`src/rtl/commit_trace_collector_if.sv`:
```
// Trace record stream between the commit collector and the trace/compare logic.
interface commit_trace_collector_if;
  logic        rec_valid;
  logic        rec_ready;
  logic        rec_type;
  logic [31:0] rec_pc;
  logic [31:0] rec_addr;
  logic [31:0] rec_data;
  logic [3:0]  rec_byteen;

  modport master (
    output rec_valid, rec_type, rec_pc, rec_addr, rec_data, rec_byteen,
    input  rec_ready
  );

  modport slave (
    input  rec_valid, rec_type, rec_pc, rec_addr, rec_data, rec_byteen,
    output rec_ready
  );
endinterface

```
`src/rtl/commit_trace_collector.sv`:
```
// Captures retired register writes and memory stores, normalises them and
// queues them for the trace consumer; events that find no room are counted.
module commit_trace_collector #(
  parameter int DEPTH = 16,
  parameter int CNT_W = 16
) (
  input  logic                     clk,
  input  logic                     reset,
  input  logic                     w_grf_we,
  input  logic [4:0]               w_grf_addr,
  input  logic [31:0]              w_grf_wdata,
  input  logic [31:0]              w_inst_addr,
  input  logic [31:0]              m_data_addr,
  input  logic [31:0]              m_data_wdata,
  input  logic [3:0]               m_data_byteen,
  input  logic [31:0]              m_inst_addr,
  commit_trace_collector_if.master rec_if,
  output logic                     overflow,
  output logic [CNT_W-1:0]         drop_cnt,
  output logic [$clog2(DEPTH):0]   level
);

  localparam int AW  = $clog2(DEPTH);
  localparam int LW  = AW + 1;
  localparam int CW1 = CNT_W + 1;

  typedef struct packed {
    logic        typ;
    logic [31:0] pc;
    logic [31:0] addr;
    logic [31:0] data;
    logic [3:0]  byteen;
  } rec_t;

  rec_t mem [DEPTH];

  logic [AW-1:0]    wr_ptr_reg, wr_ptr_next;
  logic [AW-1:0]    rd_ptr_reg, rd_ptr_next;
  logic [LW-1:0]    level_reg, level_next;
  logic             overflow_reg, overflow_next;
  logic [CNT_W-1:0] drop_cnt_reg, drop_cnt_next;

  logic             g, m, acc_g, acc_m, pop;
  logic [LW-1:0]    free;
  logic [1:0]       n_acc, n_drop;
  logic [CW1-1:0]   drop_sum;
  logic [31:0]      st_data;
  rec_t             grf_rec, st_rec, head;

  // Disabled store lanes are zeroed so the consumer can compare whole words.
  generate
    for (genvar gi = 0; gi < 4; gi++) begin : g_lane
      assign st_data[gi*8 +: 8] = m_data_byteen[gi] ? m_data_wdata[gi*8 +: 8] : 8'h00;
    end
  endgenerate

  assign g = w_grf_we && (w_grf_addr != 5'd0);
  assign m = (m_data_byteen != 4'd0);

  assign grf_rec = '{typ: 1'b0, pc: w_inst_addr, addr: {27'd0, w_grf_addr},
                     data: w_grf_wdata, byteen: 4'hF};
  assign st_rec  = '{typ: 1'b1, pc: m_inst_addr, addr: {m_data_addr[31:2], 2'b00},
                     data: st_data, byteen: m_data_byteen};

  // Space is judged before the same-cycle pop; the GRF event claims a slot first.
  always_comb begin
    free          = LW'(DEPTH) - level_reg;
    acc_g         = g && (free != '0);
    acc_m         = m && (free > LW'(acc_g));
    n_acc         = {1'b0, acc_g} + {1'b0, acc_m};
    n_drop        = {1'b0, g && !acc_g} + {1'b0, m && !acc_m};
    pop           = (level_reg != '0) && rec_if.rec_ready;
    wr_ptr_next   = wr_ptr_reg + AW'(n_acc);
    rd_ptr_next   = rd_ptr_reg + AW'(pop);
    level_next    = level_reg + LW'(n_acc) - LW'(pop);
    drop_sum      = {1'b0, drop_cnt_reg} + CW1'(n_drop);
    drop_cnt_next = drop_sum[CNT_W] ? {CNT_W{1'b1}} : drop_sum[CNT_W-1:0];
    overflow_next = overflow_reg || (n_drop != 2'd0);
  end

  always_ff @(posedge clk) begin
    if (reset) begin
      wr_ptr_reg   <= '0;
      rd_ptr_reg   <= '0;
      level_reg    <= '0;
      overflow_reg <= 1'b0;
      drop_cnt_reg <= '0;
    end else begin
      wr_ptr_reg   <= wr_ptr_next;
      rd_ptr_reg   <= rd_ptr_next;
      level_reg    <= level_next;
      overflow_reg <= overflow_next;
      drop_cnt_reg <= drop_cnt_next;
    end
  end

  // Storage needs no reset; occupancy alone decides what is valid.
  always_ff @(posedge clk) begin
    if (!reset) begin
      if (acc_g) mem[wr_ptr_reg] <= grf_rec;
      if (acc_m) mem[wr_ptr_reg + AW'(acc_g)] <= st_rec;
    end
  end

  assign head              = mem[rd_ptr_reg];
  assign rec_if.rec_valid  = (level_reg != '0);
  assign rec_if.rec_type   = head.typ;
  assign rec_if.rec_pc     = head.pc;
  assign rec_if.rec_addr   = head.addr;
  assign rec_if.rec_data   = head.data;
  assign rec_if.rec_byteen = head.byteen;

  assign overflow = overflow_reg;
  assign drop_cnt = drop_cnt_reg;
  assign level    = level_reg;

endmodule

```
`src/flat_wrapper.sv`:
```
// flat-port wrapper written by rule: the top's interface ports become plain ports
module commit_trace_collector_flat 
#(
  parameter int DEPTH = 16,
  parameter int CNT_W = 16
)
  (clk, reset, w_grf_we, w_grf_addr, w_grf_wdata, w_inst_addr, m_data_addr, m_data_wdata, m_data_byteen, m_inst_addr, overflow, drop_cnt, level, rec_if_rec_valid, rec_if_rec_type, rec_if_rec_pc, rec_if_rec_addr, rec_if_rec_data, rec_if_rec_byteen, rec_if_rec_ready);
  commit_trace_collector_if rec_if_i ();
  input  logic clk;
  input  logic reset;
  input  logic w_grf_we;
  input  logic [4:0] w_grf_addr;
  input  logic [31:0] w_grf_wdata;
  input  logic [31:0] w_inst_addr;
  input  logic [31:0] m_data_addr;
  input  logic [31:0] m_data_wdata;
  input  logic [3:0] m_data_byteen;
  input  logic [31:0] m_inst_addr;
  output logic overflow;
  output logic [CNT_W-1:0] drop_cnt;
  output logic [$clog2(DEPTH):0] level;
  output wire logic [$bits(rec_if_i.rec_valid)-1:0] rec_if_rec_valid;
  output wire logic [$bits(rec_if_i.rec_type)-1:0] rec_if_rec_type;
  output wire logic [$bits(rec_if_i.rec_pc)-1:0] rec_if_rec_pc;
  output wire logic [$bits(rec_if_i.rec_addr)-1:0] rec_if_rec_addr;
  output wire logic [$bits(rec_if_i.rec_data)-1:0] rec_if_rec_data;
  output wire logic [$bits(rec_if_i.rec_byteen)-1:0] rec_if_rec_byteen;
  input wire logic [$bits(rec_if_i.rec_ready)-1:0] rec_if_rec_ready;
  assign rec_if_rec_valid = rec_if_i.rec_valid;
  assign rec_if_rec_type = rec_if_i.rec_type;
  assign rec_if_rec_pc = rec_if_i.rec_pc;
  assign rec_if_rec_addr = rec_if_i.rec_addr;
  assign rec_if_rec_data = rec_if_i.rec_data;
  assign rec_if_rec_byteen = rec_if_i.rec_byteen;
  assign rec_if_i.rec_ready = rec_if_rec_ready;
  commit_trace_collector #(.DEPTH(DEPTH), .CNT_W(CNT_W)) u_core (.clk(clk), .reset(reset), .w_grf_we(w_grf_we), .w_grf_addr(w_grf_addr), .w_grf_wdata(w_grf_wdata), .w_inst_addr(w_inst_addr), .m_data_addr(m_data_addr), .m_data_wdata(m_data_wdata), .m_data_byteen(m_data_byteen), .m_inst_addr(m_inst_addr), .rec_if(rec_if_i), .overflow(overflow), .drop_cnt(drop_cnt), .level(level));
endmodule
```
`config.mk`:
```
export PLATFORM = sky130hd
export DESIGN_NAME = commit_trace_collector_flat
export DESIGN_NICKNAME = d
export VERILOG_FILES = /design/src/rtl/commit_trace_collector_if.sv /design/src/rtl/commit_trace_collector.sv /design/src/flat_wrapper.sv
export SDC_FILE = /design/constraint.sdc
export NUM_CORES = 2
export LEC_CHECK = 0
export CORE_ASPECT_RATIO = 0.6
export CORE_MARGIN = 4
export CORE_UTILIZATION = 50
export DETAILED_ROUTE_END_ITERATION = 12
export PLACE_DENSITY = 0.7
export SLEW_MARGIN = 20
export SYNTH_ARGS = -nofsm -noshare
export SYNTH_HDL_FRONTEND = slang
export SYNTH_SLANG_ARGS = --single-unit
```
`constraint.sdc`:
```
create_clock -name clk -period 8.15 [get_ports clk]
set_input_delay 1.63 -clock clk [delete_from_list [all_inputs] [get_ports clk]]
set_output_delay 1.63 -clock clk [all_outputs]
set_load 0.03 [all_outputs]
```
Word-level counts from Yosys, hierarchy flattened

Memory sizes are Yosys's and may differ from the RTL's. A register that Yosys moved wholly into a read port is not among the register bits.
Cells that the tools add are included.

Order comparisons: 1
Add/sub/neg operators: 9
Muxes and demuxes: 12
Equal/unequal tests: 0
Reduce and logical (&&, ||, !) cells: 14
Shift operators: 0
Bitwise logic cells: 0
Multipliers: 0
Divide/modulo/power cells: 0

Operator list:

| operator                                | number |
|---|---|
| 2-to-1 mux 8 bit                        | 4 |
| adder 16 x 2 -> 17 bit                  | 1 |
| 2-to-1 mux 16 bit                       | 1 |
| nonzero test 5 bit                      | 3 |
| adder 4 x 1 -> 4 bit                    | 2 |
| logical AND 1 bit                       | 6 |
| 2-to-1 mux 1 bit                        | 6 |
| adder 5 x 2 -> 5 bit                    | 1 |
| > comparator 5 x 1 -> 1 bit             | 1 |
| subtractor 5 x 1 -> 5 bit               | 1 |
| subtractor 5 bit (first input constant) | 1 |
| adder 1 x 1 -> 2 bit                    | 2 |
| adder 4 x 2 -> 4 bit                    | 1 |
| 2-to-1 mux 4 bit                        | 1 |
| nonzero test 4 bit                      | 1 |
| zero test 1 bit                         | 2 |
| nonzero test 2 bit                      | 1 |
| logical OR 1 bit                        | 1 |

Memories kept: 1
Output and inout port bits: 124
RAM bits: 1616
Bits in latches: 0
Register bits: 30
Bits in read-only memories: 0

Memories:

| name       | depth | bits a word | rd ports | clocked after memory_dff | wr ports | RTL line                     | RTL |
|---|---|---|---|---|---|---|---|
| u_core.mem | 16    | 101         | 1        | 1                        | 2        | commit_trace_collector.sv:35 | `rec_t mem [DEPTH];` |

Longest topological paths before layout

Depth after elaboration: 10
Mapped depth: 23

Worst setup path after synthesis

Ideal clock, no wire load.

Path kind: in2reg
Start point: input w_grf_addr[1]
End point: memory u_core.mem[10][0] (netlist name) (enable)
Stages on the path: 12
Arrival: 6918 ps
Required time: 7676 ps
Setup slack: 758 ps
Path buffers: 3
Cell sequence: buf_2 -> or4_1 -> a2bb2oi_2 -> clkbuf_1 -> and3_1 -> ha_1 -> o21bai_1 -> nor2b_1 -> nor4_2 -> and2_1 -> buf_2 -> nand2b_1

RTL lines:

| what               | RTL line                     | RTL |
|---|---|---|
| start: declaration | flat_wrapper.sv:12           | `input logic [4:0] w_grf_addr;` |
| end: declaration   | commit_trace_collector.sv:35 |  |

==> results.cfg <==
[run_status]
status = finished, final reports clean

[synthesis]
seq_area_frac_synth_pct = 58.37
ys.flop_type = edfxtp_1
async_reset_ff_share_pct = 0
synth_edf_count = 1568
yosys_warnings = 0
synth_seq_cells = 1646
ys_top_cells_by_area = edfxtp_1 56%, mux4_2 14%, o31ai_1 9.3%
synth_top_area_share_pct = 56.50
avgSynthCellArea_sq_um = 13.01
synth_cell_types = 53
syn-cell-area_sq_um = 83340
yosysTopAreaCell = edfxtp_1
netlist_instances = 6407
syn_nets = 6605

[drt]
vias_per_cell = 7.484
wl_mm = 302.1
via_count = 63969
drcViolationCount = 0
first_pass_iters = 9
drtIter0Drc = 12630
post_drt_wl_per_cell_um = 35.34
ant_nets = 0

[critical_path]
startpoint_type = input port
endpoint_kind = flop
cp_cell_sequence = clkdlybuf4s50_1 > or4_1 > a2bb2oi_2 > and3_1 > ha_1 > o21bai_1 > nor2b_1 > nor4_4 > and2_4 > nand2b_4 > buf_12
worstPathMaxFanout = 37
criticalPathCategory = input port to flop
cp.arrival_ns = 7.05
worst-path-buf-inv = 2
cp_slowest_cell = nand2b_4
crit_family = simple AND/OR/NAND/NOR gates
worstPathRequired_ns = 8.61
max_stage_delay_ns = 0.79

[clocking]
cts_sinks = 1646
clk_path_buf_depth = 3
cts_tree = built
root_buffer = clkbuf_16
clk_pin_slew_ns = 0.07
cts_resized = 0
htree_levels = 4
post-cts-setup-buffer-count = 0
hold_buffers = 0
clk-insertion-delay-late_ns = 0.83
cts_buffers = 158

[global_route]
grt-ovfl-total = 0
grt_max_degree = 205
met1_usage_pct = 46.95
grtUsageTotal_pct = 34.01
met2_usage_pct = 48.37
grt_pass1_wl_mm = 432.0
antenna_found_initial = 36
gr-usage-met3_pct = 12.30
grt_busiest_layer = met2
grt_pass1_vias = 61168

[sta]
slew_headroom_pct = 22.26
rsz0062_at_grt = false
finalClockSkew_ns = 0.02528
setup_slack_ns = 1.562
clock.fmax_mhz = 151.8
finalSetupTns_ns = 0
slew_violations = 0
hold_violations = 0
min_period_ns = 6.588
finalCritPeriodShare_pct = 80.84
tightestPinTransition_ns = 1.166
fin_hold_ws_ns = 0.4542
setup_viol = 0

[floorplanning]
die_y_um = 324.2
core_sq_um = 164800
start_util_pct = 50.59
fp.dieW_um = 535.1
io_pins = 297
rows = 115
die_area_sq_um = 173500

[layout]
synthToLayoutAreaGrowth_pct = 11.13
final_util_pct = 56.21
nFillCells = 12916
largest_reg_flops = 1616
seq_area_sq_um = 48660
drive_gt1_share_pct = 15.32
multi_input_area_sq_um = 31370
final_nets = 6367

[placement]
portBuffers = 294
pre_cts_ws_ns = 0.9310
gp_congestion = 0.8301
dp_hpwl_mm = 155.9

[pwr]
static-leakage-power_uw = 0.02570
ir_drop_mv = 0.4807
powerDensity_nw_per_um2 = 319.5
total_power_uw = 29590

[min_path]
holdCritPathClass = flop to flop

[job]
cap_violations = 0
-- path summary, 6_finish.rpt --
check | to | cells after the start | slack [ns] | start
worst max-delay path | u_core.mem[7][84] | 11 | 1.56 | w_grf_addr[4]
worst min-delay path | u_core.mem[7][100] | 1 | 0.45 | u_core.mem[7][100]
worst max register to register | u_core.mem[7][84] | 14 | 1.67 | u_core.level[0]
worst min register to register | u_core.mem[7][100] | 1 | 0.45 | u_core.mem[7][100]
-- final cells by class --
cell class / count / area share (%)
repair buffers: 442 / 4.953
clock inverters: 80 / 0.9241
inverters: 22 / 0.08917
well taps: 2223 / 3.003
diodes: 25 / 0.06755
multi-input cells: 3899 / 33.87
clock buffers: 211 / 4.550
flip-flops and latches: 1646 / 52.54
-- power by group --
group          switching (uW)  total (uW)  leakage [uW]  internal (uW)
logic                    7770       11000       0.00994           3220
registers                 435       11100        0.0133          10700
clock network            3380        7510       0.00247           4130
-- cell usage after synthesis (all sizes together), types with 3 or more instances --
master  number
dfxtp       78
and4b        3
nor2b        8
clkbuf     410
mux4       505
nand3     1099
xnor2        9
buf        430
xor2        11
o31ai     1059
nand2      394
fa           3
ha          22
a21o        82
or3          4
o41ai       13
mux2i       33
a21oi       37
and2        53
o21ai        4
edfxtp    1568
nor3        10
and3         3
nor2       499
nor4         5
inv         22
nand2b      24
-- per-stage QoR --
step | cells | instance area, sq um
4_1_cts | 8522 | 92520
3_5_place_dp | 8231 | 87450
2_1_floorplan | 6407 | 83340
5_1_grt | 8539 | 92590
3_3_place_gp | 8231 | 87450
6_report | 8548 | 92610
-- cells by family after synthesis --
| logic type | after synthesis | share of synthesized area, % |
|---|---|---|
| XOR/XNOR | 20 | 0.2102 |
| AO/OA/AOI/OAI | 1203 | 10.96 |
| multiplexers | 538 | 14.04 |
| adder cells (fa/ha/maj) | 25 | 0.4024 |
| flip-flops | 1646 | 58.37 |
| AND/OR/NAND/NOR | 2113 | 11.65 |
| buffers and inverters | 862 | 4.366 |
-- routing by layer --
| metal | vias up | share of wire, % | wire length, um |
|---|---|---|---|
| li1 | 24880 | - | - |
| met1 | 31156 | 35 | 106000 |
| met2 | 6790 | 43 | 128500 |
| met3 | 1123 | 17 | 52750 |
| met4 | 20 | 4.9 | 14710 |
| met5 | - | 0.042 | 126 |
-- worst reg2reg max path: cells and delay by family, from the launching register on --
kind,cells,cell delay (ns)
adders and majority gates,3,0.85
DFF,1,0.45
buffers and inverters,2,0.58
and+or+nand+nor,7,3.24
AOI/OAI and AO/OA,2,0.97
-- cells in the final DEF, fill, tap and decap left out, types with 8 or more instances in the layout --
cell type	synthesis	layout
o41ai_1	12	12
bufinv_16	0	15
diode_2	0	25
inv_1	22	22
nand2_1	392	390
clkinv_1	0	27
and2_1	50	36
and2_4	3	17
clkbuf_16	0	159
xnor2_1	9	9
dfxtp_1	78	74
clkdlybuf4s50_1	0	294
clkbuf_1	410	48
buf_4	7	106
o31ai_2	30	30
nand3_1	1099	1099
ha_1	22	22
mux4_2	505	505
nor3_1	10	8
a21o_1	82	82
nor2_4	0	8
nand2b_4	0	20
o31ai_1	1029	1029
buf_12	0	41
mux2i_1	33	33
a21oi_1	37	37
xor2_1	11	11
clkinv_2	0	21
edfxtp_1	1568	1568
nor2_1	499	491
Power figures use the tool's default switching activity.
